<file path="src/rtl/shift_arbiter_if.sv">
// shift_arbiter_if: request/response bundle between the two ALU issue ports
// and the shared shift datapath. The ALU side uses the master modport and the
// arbiter uses the slave modport.
interface shift_arbiter_if;
    logic        req0_valid;
    logic        req0_ready;
    logic [31:0] req0_data;
    logic [4:0]  req0_shamt;
    logic        req0_op;

    logic        req1_valid;
    logic        req1_ready;
    logic [31:0] req1_data;
    logic [4:0]  req1_shamt;
    logic        req1_op;

    logic        resp_valid;
    logic        resp_ready;
    logic [31:0] resp_data;
    logic        resp_id;

    modport master (
        output req0_valid, req0_data, req0_shamt, req0_op,
        output req1_valid, req1_data, req1_shamt, req1_op,
        output resp_ready,
        input  req0_ready, req1_ready,
        input  resp_valid, resp_data, resp_id
    );

    modport slave (
        input  req0_valid, req0_data, req0_shamt, req0_op,
        input  req1_valid, req1_data, req1_shamt, req1_op,
        input  resp_ready,
        output req0_ready, req1_ready,
        output resp_valid, resp_data, resp_id
    );
endinterface

</file>
<file path="src/rtl/shift_arbiter.sv">
// shift_arbiter: shares one 32-bit shift datapath (SLL / SRA barrel shifters)
// between two requesters and returns the registered result, tagged with the
// requester ID, on a single response channel.
// Optional macro SHARB_RR_EN: when defined, ties are broken round-robin using
// last_grant (reset to RR_INIT); when undefined, requester 0 always wins a tie.
module shift_arbiter #(
    parameter int CNT_W   = 16,
    parameter bit RR_INIT = 1'b1
) (
    input  logic             clock,
    input  logic             reset_n,
    shift_arbiter_if.slave   bus,
    output logic [CNT_W-1:0] grant_cnt0,
    output logic [CNT_W-1:0] grant_cnt1
);

    typedef enum logic {EMPTY = 1'b0, FULL = 1'b1} state_t;

    state_t      state;
    state_t      state_nxt;
    logic        can_accept;
    logic        grant;
    logic        ready0;
    logic        ready1;
    logic        accept;
    logic        tie_winner;
    logic [31:0] sel_data;
    logic [4:0]  sel_shamt;
    logic        sel_op;
    logic [31:0] shift_res;
    logic [31:0] result_q;
    logic        id_q;

`ifdef SHARB_RR_EN
    logic last_grant;

    assign tie_winner = ~last_grant;

    // Remember who won the most recent accept so the other requester wins the next tie
    always_ff @(posedge clock or negedge reset_n) begin
        if (!reset_n)
            last_grant <= RR_INIT;
        else if (accept)
            last_grant <= grant;
    end
`else
    logic unused_rr_init;

    assign unused_rr_init = RR_INIT;
    assign tie_winner     = 1'b0;
`endif

    // Result register occupancy: EMPTY until an accept, back to EMPTY on a drain with no replacement
    always_ff @(posedge clock or negedge reset_n) begin
        if (!reset_n)
            state <= EMPTY;
        else
            state <= state_nxt;
    end

    // Arbitration and next state; a draining result may be replaced on the same edge
    always_comb begin
        state_nxt  = state;
        can_accept = 1'b0;
        grant      = 1'b0;
        ready0     = 1'b0;
        ready1     = 1'b0;
        accept     = 1'b0;

        can_accept = (state == EMPTY) || (bus.resp_ready && (state == FULL));

        if (bus.req0_valid && bus.req1_valid)
            grant = tie_winner;
        else
            grant = bus.req1_valid;

        ready0 = can_accept && !grant && bus.req0_valid;
        ready1 = can_accept &&  grant && bus.req1_valid;
        accept = ready0 || ready1;

        if (accept)
            state_nxt = FULL;
        else if ((state == FULL) && bus.resp_ready)
            state_nxt = EMPTY;
    end

    // Steer the granted requester's operands into the shared shifters
    always_comb begin
        sel_data  = grant ? bus.req1_data  : bus.req0_data;
        sel_shamt = grant ? bus.req1_shamt : bus.req0_shamt;
        sel_op    = grant ? bus.req1_op    : bus.req0_op;
        if (sel_op)
            shift_res = $signed(sel_data) >>> sel_shamt;
        else
            shift_res = sel_data << sel_shamt;
    end

    // Capture the result and its owner on every accept; held otherwise
    always_ff @(posedge clock or negedge reset_n) begin
        if (!reset_n) begin
            result_q <= '0;
            id_q     <= 1'b0;
        end else if (accept) begin
            result_q <= shift_res;
            id_q     <= grant;
        end
    end

    // Per-requester accept counters that stick at all-ones instead of wrapping
    always_ff @(posedge clock or negedge reset_n) begin
        if (!reset_n) begin
            grant_cnt0 <= '0;
            grant_cnt1 <= '0;
        end else begin
            if (ready0 && (grant_cnt0 != {CNT_W{1'b1}}))
                grant_cnt0 <= grant_cnt0 + CNT_W'(1);
            if (ready1 && (grant_cnt1 != {CNT_W{1'b1}}))
                grant_cnt1 <= grant_cnt1 + CNT_W'(1);
        end
    end

    assign bus.req0_ready = ready0;
    assign bus.req1_ready = ready1;
    assign bus.resp_valid = (state == FULL);
    assign bus.resp_data  = result_q;
    assign bus.resp_id    = id_q;

endmodule
</file>
<file path="src/flat_wrapper.sv">
// flat-port wrapper written by rule: the top's interface ports become plain ports
module shift_arbiter_flat 
#(
    parameter int CNT_W   = 16,
    parameter bit RR_INIT = 1'b1
)
  (clock, reset_n, grant_cnt0, grant_cnt1, bus_req0_valid, bus_req0_data, bus_req0_shamt, bus_req0_op, bus_req1_valid, bus_req1_data, bus_req1_shamt, bus_req1_op, bus_resp_ready, bus_req0_ready, bus_req1_ready, bus_resp_valid, bus_resp_data, bus_resp_id);
  shift_arbiter_if bus_i ();
  input  logic clock;
  input  logic reset_n;
  output logic [CNT_W-1:0] grant_cnt0;
  output logic [CNT_W-1:0] grant_cnt1;
  input wire logic [$bits(bus_i.req0_valid)-1:0] bus_req0_valid;
  input wire logic [$bits(bus_i.req0_data)-1:0] bus_req0_data;
  input wire logic [$bits(bus_i.req0_shamt)-1:0] bus_req0_shamt;
  input wire logic [$bits(bus_i.req0_op)-1:0] bus_req0_op;
  input wire logic [$bits(bus_i.req1_valid)-1:0] bus_req1_valid;
  input wire logic [$bits(bus_i.req1_data)-1:0] bus_req1_data;
  input wire logic [$bits(bus_i.req1_shamt)-1:0] bus_req1_shamt;
  input wire logic [$bits(bus_i.req1_op)-1:0] bus_req1_op;
  input wire logic [$bits(bus_i.resp_ready)-1:0] bus_resp_ready;
  output wire logic [$bits(bus_i.req0_ready)-1:0] bus_req0_ready;
  output wire logic [$bits(bus_i.req1_ready)-1:0] bus_req1_ready;
  output wire logic [$bits(bus_i.resp_valid)-1:0] bus_resp_valid;
  output wire logic [$bits(bus_i.resp_data)-1:0] bus_resp_data;
  output wire logic [$bits(bus_i.resp_id)-1:0] bus_resp_id;
  assign bus_i.req0_valid = bus_req0_valid;
  assign bus_i.req0_data = bus_req0_data;
  assign bus_i.req0_shamt = bus_req0_shamt;
  assign bus_i.req0_op = bus_req0_op;
  assign bus_i.req1_valid = bus_req1_valid;
  assign bus_i.req1_data = bus_req1_data;
  assign bus_i.req1_shamt = bus_req1_shamt;
  assign bus_i.req1_op = bus_req1_op;
  assign bus_i.resp_ready = bus_resp_ready;
  assign bus_req0_ready = bus_i.req0_ready;
  assign bus_req1_ready = bus_i.req1_ready;
  assign bus_resp_valid = bus_i.resp_valid;
  assign bus_resp_data = bus_i.resp_data;
  assign bus_resp_id = bus_i.resp_id;
  shift_arbiter #(.CNT_W(CNT_W), .RR_INIT(RR_INIT)) u_core (.clock(clock), .reset_n(reset_n), .bus(bus_i), .grant_cnt0(grant_cnt0), .grant_cnt1(grant_cnt1));
endmodule
</file>
<file path="config.mk">
export PLATFORM = sky130hd
export DESIGN_NAME = shift_arbiter_flat
export DESIGN_NICKNAME = d
export VERILOG_FILES = /design/src/rtl/shift_arbiter_if.sv /design/src/rtl/shift_arbiter.sv /design/src/flat_wrapper.sv
export SDC_FILE = /design/constraint.sdc
export NUM_CORES = 1
export LEC_CHECK = 0
export ABC_CLOCK_PERIOD_IN_PS = 2400
export BUFFER_PORTS_ARGS = -buffer_cell sky130_fd_sc_hd__buf_2
export CAP_MARGIN = 5
export CORE_MARGIN = 10
export CORE_UTILIZATION = 35
export DETAILED_ROUTE_END_ITERATION = 10
export PLACE_DENSITY = 0.62
export SKIP_LAST_GASP = 1
export SYNTH_ARGS = -nofsm -noshare
export SYNTH_HDL_FRONTEND = slang
export SYNTH_SLANG_ARGS = --single-unit
</file>
<file path="constraint.sdc">
create_clock -name clock -period 2.4 [get_ports clock]
set_clock_uncertainty 0.1 [all_clocks]
set_input_delay 0.24 -clock clock [delete_from_list [all_inputs] [get_ports clock]]
set_output_delay 0.24 -clock clock [all_outputs]
set_load 0.05 [all_outputs]
</file>
==> metrics.md <==
| Metric | Value |
|---|---|
| Status | `finished with violations` |
| Failing checks | `negative setup slack` |
| Area fraction in and, or, nand and nor cells after synthesis | `0.264` |
| Sequential element share of the synthesized area | `0.230` |
| Die Area | `26700 um2` |
| Leftover overflow at the end of global routing | `0` |
| Number of sinks handled by clock tree synthesis | `66` |
| Clock-pin slew reported for the worst setup and hold paths after clock tree synthesis | `0.06 ns` |
| Std-Cell Rows | `52` |
| Fin cells | `1569` |
| Synthesized flop and latch total | `66` |
| Vias in the first global route | `9407` |
| Worst rel slew slack | `0.554` |
| Final instance area | `10700 um2` |
| Ys Warns | `0` |
| Instance area at placement | `10100 um2` |
| Count of buffers from port buffering | `148` |
| Post-Syn Nets | `1017` |
| Layout filler cell count | `1924` |
| Net total in the final layout | `1377` |
| Core area | `20200 um2` |
| First-pass GRT wire length | `55.7 mm` |
| Root buffer selected by CTS | `clkbuf_16` |
| # H-tree levels | `3` |
| Combinational family with the most area after synthesis | `compound AO/OA/AOI/OAI gates` |
| Post-placement worst setup slack | `-0.497 ns` |
| Detailed-route wire length | `37.1 mm` |
| Worst endpoint data arrival time | `2.57 ns` |
| Combined area of the multi-input logic cells | `5380 um2` |
| Highest cell delay on the worst timing path | `0.29 ns` |
| Initial antenna violation count | `0` |
| Power density of the placed cells | `603 nW/um2` |
| First-pass DRT Iterations | `7` |
| Reg area | `1650 um2` |
| Detail-routed net length per standard cell | `23.6 um` |
| Latest clock arrival within the worst-skew pair | `0.34 ns` |
| Fraction of the cycle the final worst path needs | `1.00` |
| Share of the synthesized area in compound gates (AO/OA/AOI/OAI) | `0.303` |
| Fmax | `415 MHz` |
| Commonest cells after routing, fill and taps aside | `buf_4, buf_2, nand2_1, nor2_1, dfrtp_1` |
| Maximum buffer depth of the clock tree | `2` |
| Total placed cells including tap cells | `1544` |
| Adder and majority gate portion of the synthesized area | `0.00348` |
| Combined area of all synthesized cells | `7190 um2` |
| Final Max Tran Viols | `0` |
| Cells taking the most area after synthesis | `dfrtp_1, mux2i_1, nand2_1, a21oi_1, nor2_1` |
| Synth top area share | `0.230` |
| Mean post-synth cell area | `7.70 um2` |
| Kind of start point of the critical path | `input port` |
| Antenna diode count | `0` |
| Die height | `163 um` |
| Dominant cell type by count on the critical path | `buf_4` |
| Setup Viol. Count Final | `1` |
| Path class of the lowest-slack min-delay path | `in2reg` |
| Die W | `163 um` |
| Post-DP HPWL | `30.0 mm` |
| Largest delay contributor family on the critical path | `buffers and inverters` |
| Cell type of the slowest stage on the worst timing path | `mux2i_2` |
| Post-synth EDFFs | `0` |
| Post-layout min period | `2.41 ns` |
| Cell variety after synth | `79` |
| Leak | `5.05 nW` |
| Effective utilization at floorplan | `0.355` |
| Setup repair after global routing missed its margin | `true` |
| Area added between synthesis and finish | `49.2%` |
| Total routing resource utilization after global routing | `0.266` |
| Antenna Nets Post-Route | `0` |
| Mux contribution to synthesized area | `0.108` |
| Fraction of registers with async set/reset | `1.00` |
| Crit end category | `flip-flop` |
| Class of the most critical setup path | `in2reg` |
| Hold Violations, Final | `0` |
| Worst slack on hold paths | `0.195 ns` |
| PnR Total Power | `6.47 mW` |
| Leading cell type in the layout, fill and taps excluded | `buf_4` |
| Critical path buffer and inverter count | `6` |
| CTS tree | `yes` |
| Fraction of synthesized cell area in xor and xnor cells | `0.0353` |
| Aggregate negative setup slack | `-0.00710 ns` |
| Final worst-path setup slack | `-0.00710 ns` |
| Worst vdd ir | `0.754 mV` |
| Worst setup slack for register-to-register paths | `0.12 ns` |
| Vias | `9624` |
| Final core utilization | `0.530` |
| Vias per inst | `6.13` |
| Pin count of the biggest net entering global routing | `44` |
| Crit Path Max Fanout | `14` |
| TritonCTS Buffers | `9` |
| WP data required | `2.56 ns` |
| Count of routing violations after the opening detailed-route iteration | `1134` |
| Number of violations of the max-capacitance limit | `0` |
| Most frequently used flop master after synthesis | `dfrtp_1` |
| Pin slew with the least headroom to its limit | `0.667 ns` |
| Layout cells sized above 1 | `0.422` |
| Residual DRC | `0` |
| Number of top-level pins | `149` |
| Biggest area consumer among synthesized cells | `dfrtp_1` |
| Gp weighted congestion | `1.05` |
| Sequence of cells on the critical path | `buf_2 -> buf_4 -> nand2b_4 -> buf_4 -> buf_12 -> mux2i_2 -> buf_6 -> buf_4 -> a21oi_1 -> a31oi_1 -> o221ai_1 -> a31o_2 -> a22oi_1` |
| Post-synthesis cell count | `934` |
routing by layer:
layer	GRT usage	up-vias	routed length [um]
li1	-	4311	-
met1	0.333	4643	14900
met2	0.421	560	16700
met3	0.0586	110	3440
met4	0.139	0	2050
met5	0	-	0
area by class of cell:
type | count | share of cell area
well taps | 270 | 0.0315
repair buffers | 421 | 0.282
multi-input cells | 789 | 0.501
clock buffers | 10 | 0.0223
flip-flops and latches | 66 | 0.154
inverters | 7 | 0.00280
clock inverters | 6 | 0.00653
kinds of logic after synthesis:
family                   Yosys count
adder cells (fa/ha/maj)            2
multiplexers                      71
flip-flops                        66
buffers and inverters             79
AO/OA/AOI/OAI                    299
XOR/XNOR                          29
AND/OR/NAND/NOR                  388
Yosys cell counts, types with 16 or more instances:
cell / number
nand2_1: 132
buf_2: 22
nor4bb_1: 25
a31o_2: 30
clkbuf_1: 33
a211oi_1: 16
nor3_1: 54
xnor2_1: 18
o21ai_0: 33
a21oi_1: 62
nand3_1: 34
dfrtp_1: 66
nor2_1: 82
a22oi_1: 22
mux2i_1: 55
state kept, by name, indices dropped and copies added, names as in the netlist:
register / cells
u_core.bus.resp_id: 1
u_core.grant_cnt0: 16
u_core.bus.resp_data: 32
u_core.grant_cnt1: 16
u_core.bus.resp_valid: 1
path summary, 6_finish.rpt:
kind | startpoint | to | depth (start not counted)
worst max-delay path | bus_req1_valid | u_core.bus.resp_data[29] | 13
worst min-delay path | bus_resp_ready | u_core.bus.resp_valid | 3
worst max register to register | u_core.grant_cnt1[3] | u_core.grant_cnt1[11] | 6
worst min register to register | u_core.grant_cnt0[9] | u_core.grant_cnt0[9] | 1
max in group asynchronous | reset_n | u_core.bus.resp_data[1] | 3
min in group asynchronous | reset_n | u_core.grant_cnt0[8] | 2
report_power, final:
group	total [mW]	internal [mW]	switching, mW
sequential	1.52	1.31	0.202
combinational	3.56	1.31	2.24
clock	1.40	0.844	0.551
tightest hold or removal path, cell delays in order:
cell	delay, ns
buf_2	0.09
nand2b_1	0.19
nand2_1	0.07
timing repair:
item / CTS / global route
setup endpoints to repair: 6 / 26
buffers inserted: 0 / 7
pin swaps: 0 / 5
resized for setup: 3 / 54
hold endpoints to repair: 23 / 0
hold buffers: 1 / 0
gates cloned: 0 / 1
Power figures use the tool's default switching activity.
